[src/rtl/alu_sched_pkg.sv]
// Shared types and widths for the ALU scheduler and its round-robin arbiter.
package alu_sched_pkg;

    localparam int OPND_W = 4;
    localparam int MODE_W = 2;
    localparam int RES_W  = 5;

    typedef enum logic [1:0] {
        IDLE,
        WAIT,
        RESP
    } sched_state_t;

endpackage

[src/rtl/rr_arbiter.sv]
// Combinational round-robin arbiter: the first set request at or after ptr,
// with wrap-around, wins.
module rr_arbiter #(
    parameter int N  = 4,
    parameter int IW = $clog2(N)
) (
    input  logic [N-1:0]  req,
    input  logic [IW-1:0] ptr,
    output logic [N-1:0]  grant,
    output logic [IW-1:0] grant_idx,
    output logic          any
);

    always_comb begin
        grant     = '0;
        grant_idx = '0;
        any       = 1'b0;
        // Walk from the farthest offset down so the closest hit to ptr is kept.
        for (int k = N - 1; k >= 0; k--) begin
            int idx;
            idx = int'(ptr) + k;
            if (idx >= N) begin
                idx = idx - N;
            end
            if (req[idx]) begin
                any       = 1'b1;
                grant_idx = IW'(idx);
            end
        end
        if (any) begin
            grant[grant_idx] = 1'b1;
        end
    end

endmodule

[src/rtl/alu_scheduler.sv]
// Time-shares one ALU among NUM_REQ requesters: round-robin grant, one
// operation in flight, tagged result returned over a valid/ready channel.
module alu_scheduler
    import alu_sched_pkg::*;
#(
    parameter int NUM_REQ = 4,
    parameter int ALU_LAT = 1,
    parameter int ID_W    = $clog2(NUM_REQ)
) (
    input  logic                      clk,
    input  logic                      rst_n,
    input  logic [NUM_REQ-1:0]        req_valid,
    output logic [NUM_REQ-1:0]        req_ready,
    input  logic [NUM_REQ*OPND_W-1:0] req_a,
    input  logic [NUM_REQ*OPND_W-1:0] req_b,
    input  logic [NUM_REQ*MODE_W-1:0] req_mode,
    output logic [OPND_W-1:0]         alu_a,
    output logic [OPND_W-1:0]         alu_b,
    output logic [MODE_W-1:0]         alu_mode,
    input  logic [RES_W-1:0]          alu_y,
    output logic                      rsp_valid,
    input  logic                      rsp_ready,
    output logic [ID_W-1:0]           rsp_id,
    output logic [RES_W-1:0]          rsp_y,
    output logic                      busy
);

    localparam int LAT_W = (ALU_LAT > 1) ? $clog2(ALU_LAT) : 1;

    sched_state_t       state_reg;
    logic [ID_W-1:0]    rr_ptr_reg;
    logic [ID_W-1:0]    cur_id_reg;
    logic [LAT_W-1:0]   lat_cnt_reg;
    logic [OPND_W-1:0]  alu_a_reg;
    logic [OPND_W-1:0]  alu_b_reg;
    logic [MODE_W-1:0]  alu_mode_reg;
    logic               rsp_valid_reg;
    logic [ID_W-1:0]    rsp_id_reg;
    logic [RES_W-1:0]   rsp_y_reg;

    logic [OPND_W-1:0]  a_arr    [NUM_REQ];
    logic [OPND_W-1:0]  b_arr    [NUM_REQ];
    logic [MODE_W-1:0]  mode_arr [NUM_REQ];

    logic [NUM_REQ-1:0] grant;
    logic [ID_W-1:0]    grant_idx;
    logic               grant_any;

    genvar gi;
    generate
        for (gi = 0; gi < NUM_REQ; gi++) begin : g_unpack
            assign a_arr[gi]    = req_a[gi*OPND_W +: OPND_W];
            assign b_arr[gi]    = req_b[gi*OPND_W +: OPND_W];
            assign mode_arr[gi] = req_mode[gi*MODE_W +: MODE_W];
        end
    endgenerate

    rr_arbiter #(
        .N  (NUM_REQ),
        .IW (ID_W)
    ) u_arb (
        .req       (req_valid),
        .ptr       (rr_ptr_reg),
        .grant     (grant),
        .grant_idx (grant_idx),
        .any       (grant_any)
    );

    // Grants are only offered while idle, so an accept implies a free ALU.
    assign req_ready = (state_reg == IDLE) ? grant : '0;
    assign busy      = (state_reg != IDLE);

    assign alu_a     = alu_a_reg;
    assign alu_b     = alu_b_reg;
    assign alu_mode  = alu_mode_reg;
    assign rsp_valid = rsp_valid_reg;
    assign rsp_id    = rsp_id_reg;
    assign rsp_y     = rsp_y_reg;

    always_ff @(posedge clk) begin
        if (!rst_n) begin
            state_reg     <= IDLE;
            rr_ptr_reg    <= '0;
            cur_id_reg    <= '0;
            lat_cnt_reg   <= '0;
            alu_a_reg     <= '0;
            alu_b_reg     <= '0;
            alu_mode_reg  <= '0;
            rsp_valid_reg <= 1'b0;
            rsp_id_reg    <= '0;
            rsp_y_reg     <= '0;
        end else begin
            case (state_reg)
                IDLE: begin
                    if (grant_any) begin
                        alu_a_reg    <= a_arr[grant_idx];
                        alu_b_reg    <= b_arr[grant_idx];
                        alu_mode_reg <= mode_arr[grant_idx];
                        cur_id_reg   <= grant_idx;
                        lat_cnt_reg  <= LAT_W'(ALU_LAT - 1);
                        state_reg    <= WAIT;
                    end
                end
                WAIT: begin
                    if (lat_cnt_reg == '0) begin
                        rsp_y_reg     <= alu_y;
                        rsp_id_reg    <= cur_id_reg;
                        rsp_valid_reg <= 1'b1;
                        state_reg     <= RESP;
                    end else begin
                        lat_cnt_reg <= lat_cnt_reg - LAT_W'(1);
                    end
                end
                RESP: begin
                    if (rsp_ready) begin
                        rsp_valid_reg <= 1'b0;
                        rr_ptr_reg    <= (cur_id_reg == ID_W'(NUM_REQ - 1)) ?
                                         '0 : cur_id_reg + ID_W'(1);
                        state_reg     <= IDLE;
                    end
                end
                default: state_reg <= IDLE;
            endcase
        end
    end

endmodule

[config.mk]
export PLATFORM = sky130hd
export DESIGN_NAME = alu_scheduler
export DESIGN_NICKNAME = d
export VERILOG_FILES = /design/src/rtl/alu_sched_pkg.sv /design/src/rtl/rr_arbiter.sv /design/src/rtl/alu_scheduler.sv
export SDC_FILE = /design/constraint.sdc
export NUM_CORES = 1
export LEC_CHECK = 0
export ABC_AREA = 1
export CAP_MARGIN = 20
export CORE_ASPECT_RATIO = 2
export CORE_MARGIN = 2
export CORE_UTILIZATION = 38
export DETAILED_ROUTE_END_ITERATION = 10
export PLACE_DENSITY = 0.73
export REMOVE_ABC_BUFFERS = 1
export SLEW_MARGIN = 20
export SYNTH_ARGS = -nofsm -noshare
export SYNTH_HDL_FRONTEND = slang
export SYNTH_SLANG_ARGS = --single-unit
[constraint.sdc]
create_clock -name clk -period 2.3 [get_ports clk]
set_input_delay 0.46 -clock clk [delete_from_list [all_inputs] [get_ports clk]]
set_output_delay 0.46 -clock clk [all_outputs]
set_load 0.05 [all_outputs]
==> impl_results.md <==
* Status: finished, final reports clean
* H-tree depth at 1
* Overall power at 1.89 mW
* Clk_skew at 10.5 ps
* PwrDens at 662 mW/mm²
* Fmax at 440 MHz
* Hold Path Stages at 2
* CTS tree: built
* Worst path buffer plus inverter count at 4
* Critical-path cell list: buf_8 > o21ai_4 > nand2_2 > nand3_2 > nand3_2 > nand2_4 > inv_6 > nor3_4 > buf_6 > buf_12
* Leakage at 1.45 nW
* Initial antenna violation count at 0
* Fin. Hold Viols at 0
* Worst Setup Path Type: reg -> out
* Area grow syn2layout at 66.4%
* Compound-cell area share of the yosys netlist at 0.0641
* Routed len/inst at 11.0 µm
* Worst R2R Start: rr_ptr_reg[0]
* Seq cells post-synth at 24
* Largest family of logic cells by synthesized area: simple AND/OR/NAND/NOR gates
* Mapped Cells at 284
* Port-buffer cells at 74
* Post-synthesis mux area share at 0
* CP dominant cell by count: nand3_2
* Post-synth cell types at 25
* Drt drc at 0
* Clk root buf: clkbuf_8
* Worst-path fanout max at 6
* Die Ht at 99.1 µm
* Total Nets Final at 426
* Final Critical Period at 2280 ps
* Largest net degree at the start of global routing at 24
* Fillers at 406
* Die W at 51.5 µm
* Clock Sinks at 24
* Mapped Area at 0.00172 mm²
* Hold_ws at 478 ps
* Final GP Congestion at 0.775
* Share of the synthesized area in the top cell type at 0.280
* Setup-failing EPs final at 0
* Slowest cell on the critical path: dfxtp_4
* Worst Path Required at 1840 ps
* ANT nets after route at 0
* DRT Pass-1 Iters at 4
* Max-Cap Viols at 0
* Detailed Route Iter0 Violations at 23
* Arrival time worst endpoint at 1820 ps
* Worst Setup End Kind: primary output
* Fin crit share at 0.989
* Post-Syn Area per Cell at 6.05 µm²
* Crit path depth at 10
* Final Non-Filler Cells at 426
* Antenna Cells at 0
* Worst rel slew slack at 0.646
* Die area at 0.00511 mm²
* XOR/XNOR share of the synthesized area at 0.00510
* First-pass GRT wire length at 8020 µm
* Setup crit start kind: flop
* Vias in the first global route at 1934
* CTS Buffer Depth at 2
* Critical path's top delay family: simple AND/OR/NAND/NOR gates
* Reg-to-Reg End: alu_a[2]
* Core Footprint at 0.00434 mm²
* Worst reg-to-reg setup slack at 430 ps
* Area leader, netlist: dfxtp_1
* CTS clk-pin slew, worst paths at 90 ps
* Row count at 34
* Unrepaired setup endpoints after global routing: yes
* Skew-Pair Late Insertion Delay at 270 ps
* Vias per cell at 4.61
* # IOs at 75
* DP Cell Count at 416
* Worst hold path startpoint: rsp_valid
* Final worst slack at 24.8 ps
* Hold Path Sink: rsp_valid
* Initial Utilization at 0.396
* Final wirelength at 4680 µm
* Ys Warns at 0
* HP Class: reg -> reg
* Delay of the slowest critical-path stage at 370 ps
* Slew of the pin with the lowest slew margin at 529 ps
* Pre-CTS setup slack at -241 ps
* GRT overflow at 0
* Adder-cell share of the synthesized area at 0.00728
* Setup tns final at 0 ps
* Largest register FFs at 5
* Hold buffers post-CTS at 0
* Vias at 1963
* HPWL Detailed at 3550 µm
* Total track usage at 0.198
* Peak supply drop at 0.458 mV
* Layout cells sized above 1 at 0.218
* Slew Limit Fails at 0
* Area share of and/or/nand/nor cells after synthesis at 0.437
* CTS buffer count at 3
* R2R cell count at 13
* Sequential cell area fraction in the yosys report at 0.280
* Top cells by area, synth: dfxtp_1, nand3_1, inv_1
## stage by stage
step	utilization	cell area (µm²)
floorplan	-	1610
global placement	0.595	2580
detailed placement	0.595	2580
CTS	0.635	2750
global route	0.659	2860
finish	0.659	2860
## worst max path at each step
stage | from | end | slack (ps)
after CTS | rr_ptr_reg[0] | req_ready[1] | 10
final | rr_ptr_reg[0] | req_ready[3] | 20
after global routing | rr_ptr_reg[0] | req_ready[3] | -100
after detailed placement | req_valid[0] | req_ready[1] | -240
after floorplan | rr_ptr_reg[0] | req_ready[1] | -990
after global placement | req_valid[0] | req_ready[1] | -230
## area by class of cell
type	count	area, µm²	area share
Multi-Input combinational cell	182	1010	0.352
Timing Repair Buffer	97	973	0.341
Sequential cell	24	488	0.171
Inverter	65	251	0.0880
Tap cell	54	67.6	0.0236
Clock buffer	3	41.3	0.0144
Clock inverter	1	30.0	0.0105
## routing by layer
layer	part of all wire	track usage
met3	0.033	0.0212
met5	0	0
met2	0.59	0.402
met1	0.37	0.204
met4	0.0056	0.0364
## cells in the final DEF (no fill, tap or decap), drive strengths merged
cell	synthesis	routed
a21oi	5	5
buf	11	27
bufinv	0	1
clkbuf	2	3
clkdlybuf4s15	0	2
clkdlybuf4s50	0	66
clkinv	1	1
dfxtp	24	24
dlygate4sd2	0	2
ha	1	1
inv	64	64
nand2	57	57
nand3	57	57
nand3b	1	1
nor2	43	43
nor3	2	2
o211ai	1	1
o21ai	14	14
xnor2	1	1
## power breakdown
part / internal, mW / leakage [nW] / switching [mW]
logic: 0.419 / 1.21 / 0.591
clock network: 0.232 / 0.0357 / 0.134
registers: 0.478 / 0.200 / 0.0368
## timing repair
item,in CTS,in global routing
gates cloned,0,0
setup buffers,3,3
gates resized for setup,28,23
endpoints found under the hold margin,0,0
setup endpoints to repair,4,4
pin swaps,9,12
## cells in the mapped netlist (all sizes together)
cell type,number
inv,64
nand2,57
nand3,57
nor2,43
dfxtp,24
o21ai,14
buf,11
a21oi,5
clkbuf,2
nor3,2
clkinv,1
ha,1
nand3b,1
o211ai,1
xnor2,1
## worst reg2reg max path, cell delays in order (launching register included)
cell and delay [ps]:
dfxtp_4 370, buf_8 140, o21ai_4 180, nand2_2 90, buf_4 140, nand3_2 80, nand2_4 80, buf_4 160
buf_4 130, buf_4 150, nand3_1 80, nand3_1 90, nand2_1 70, inv_1 30
## cells by family after synthesis
kind of cell | count (synthesis)
simple gates | 160
buf+inv | 78
flops | 24
compound gates | 20
xor+xnor | 1
fa+ha+maj | 1
Note: power is estimated with default switching activity, not from simulation.
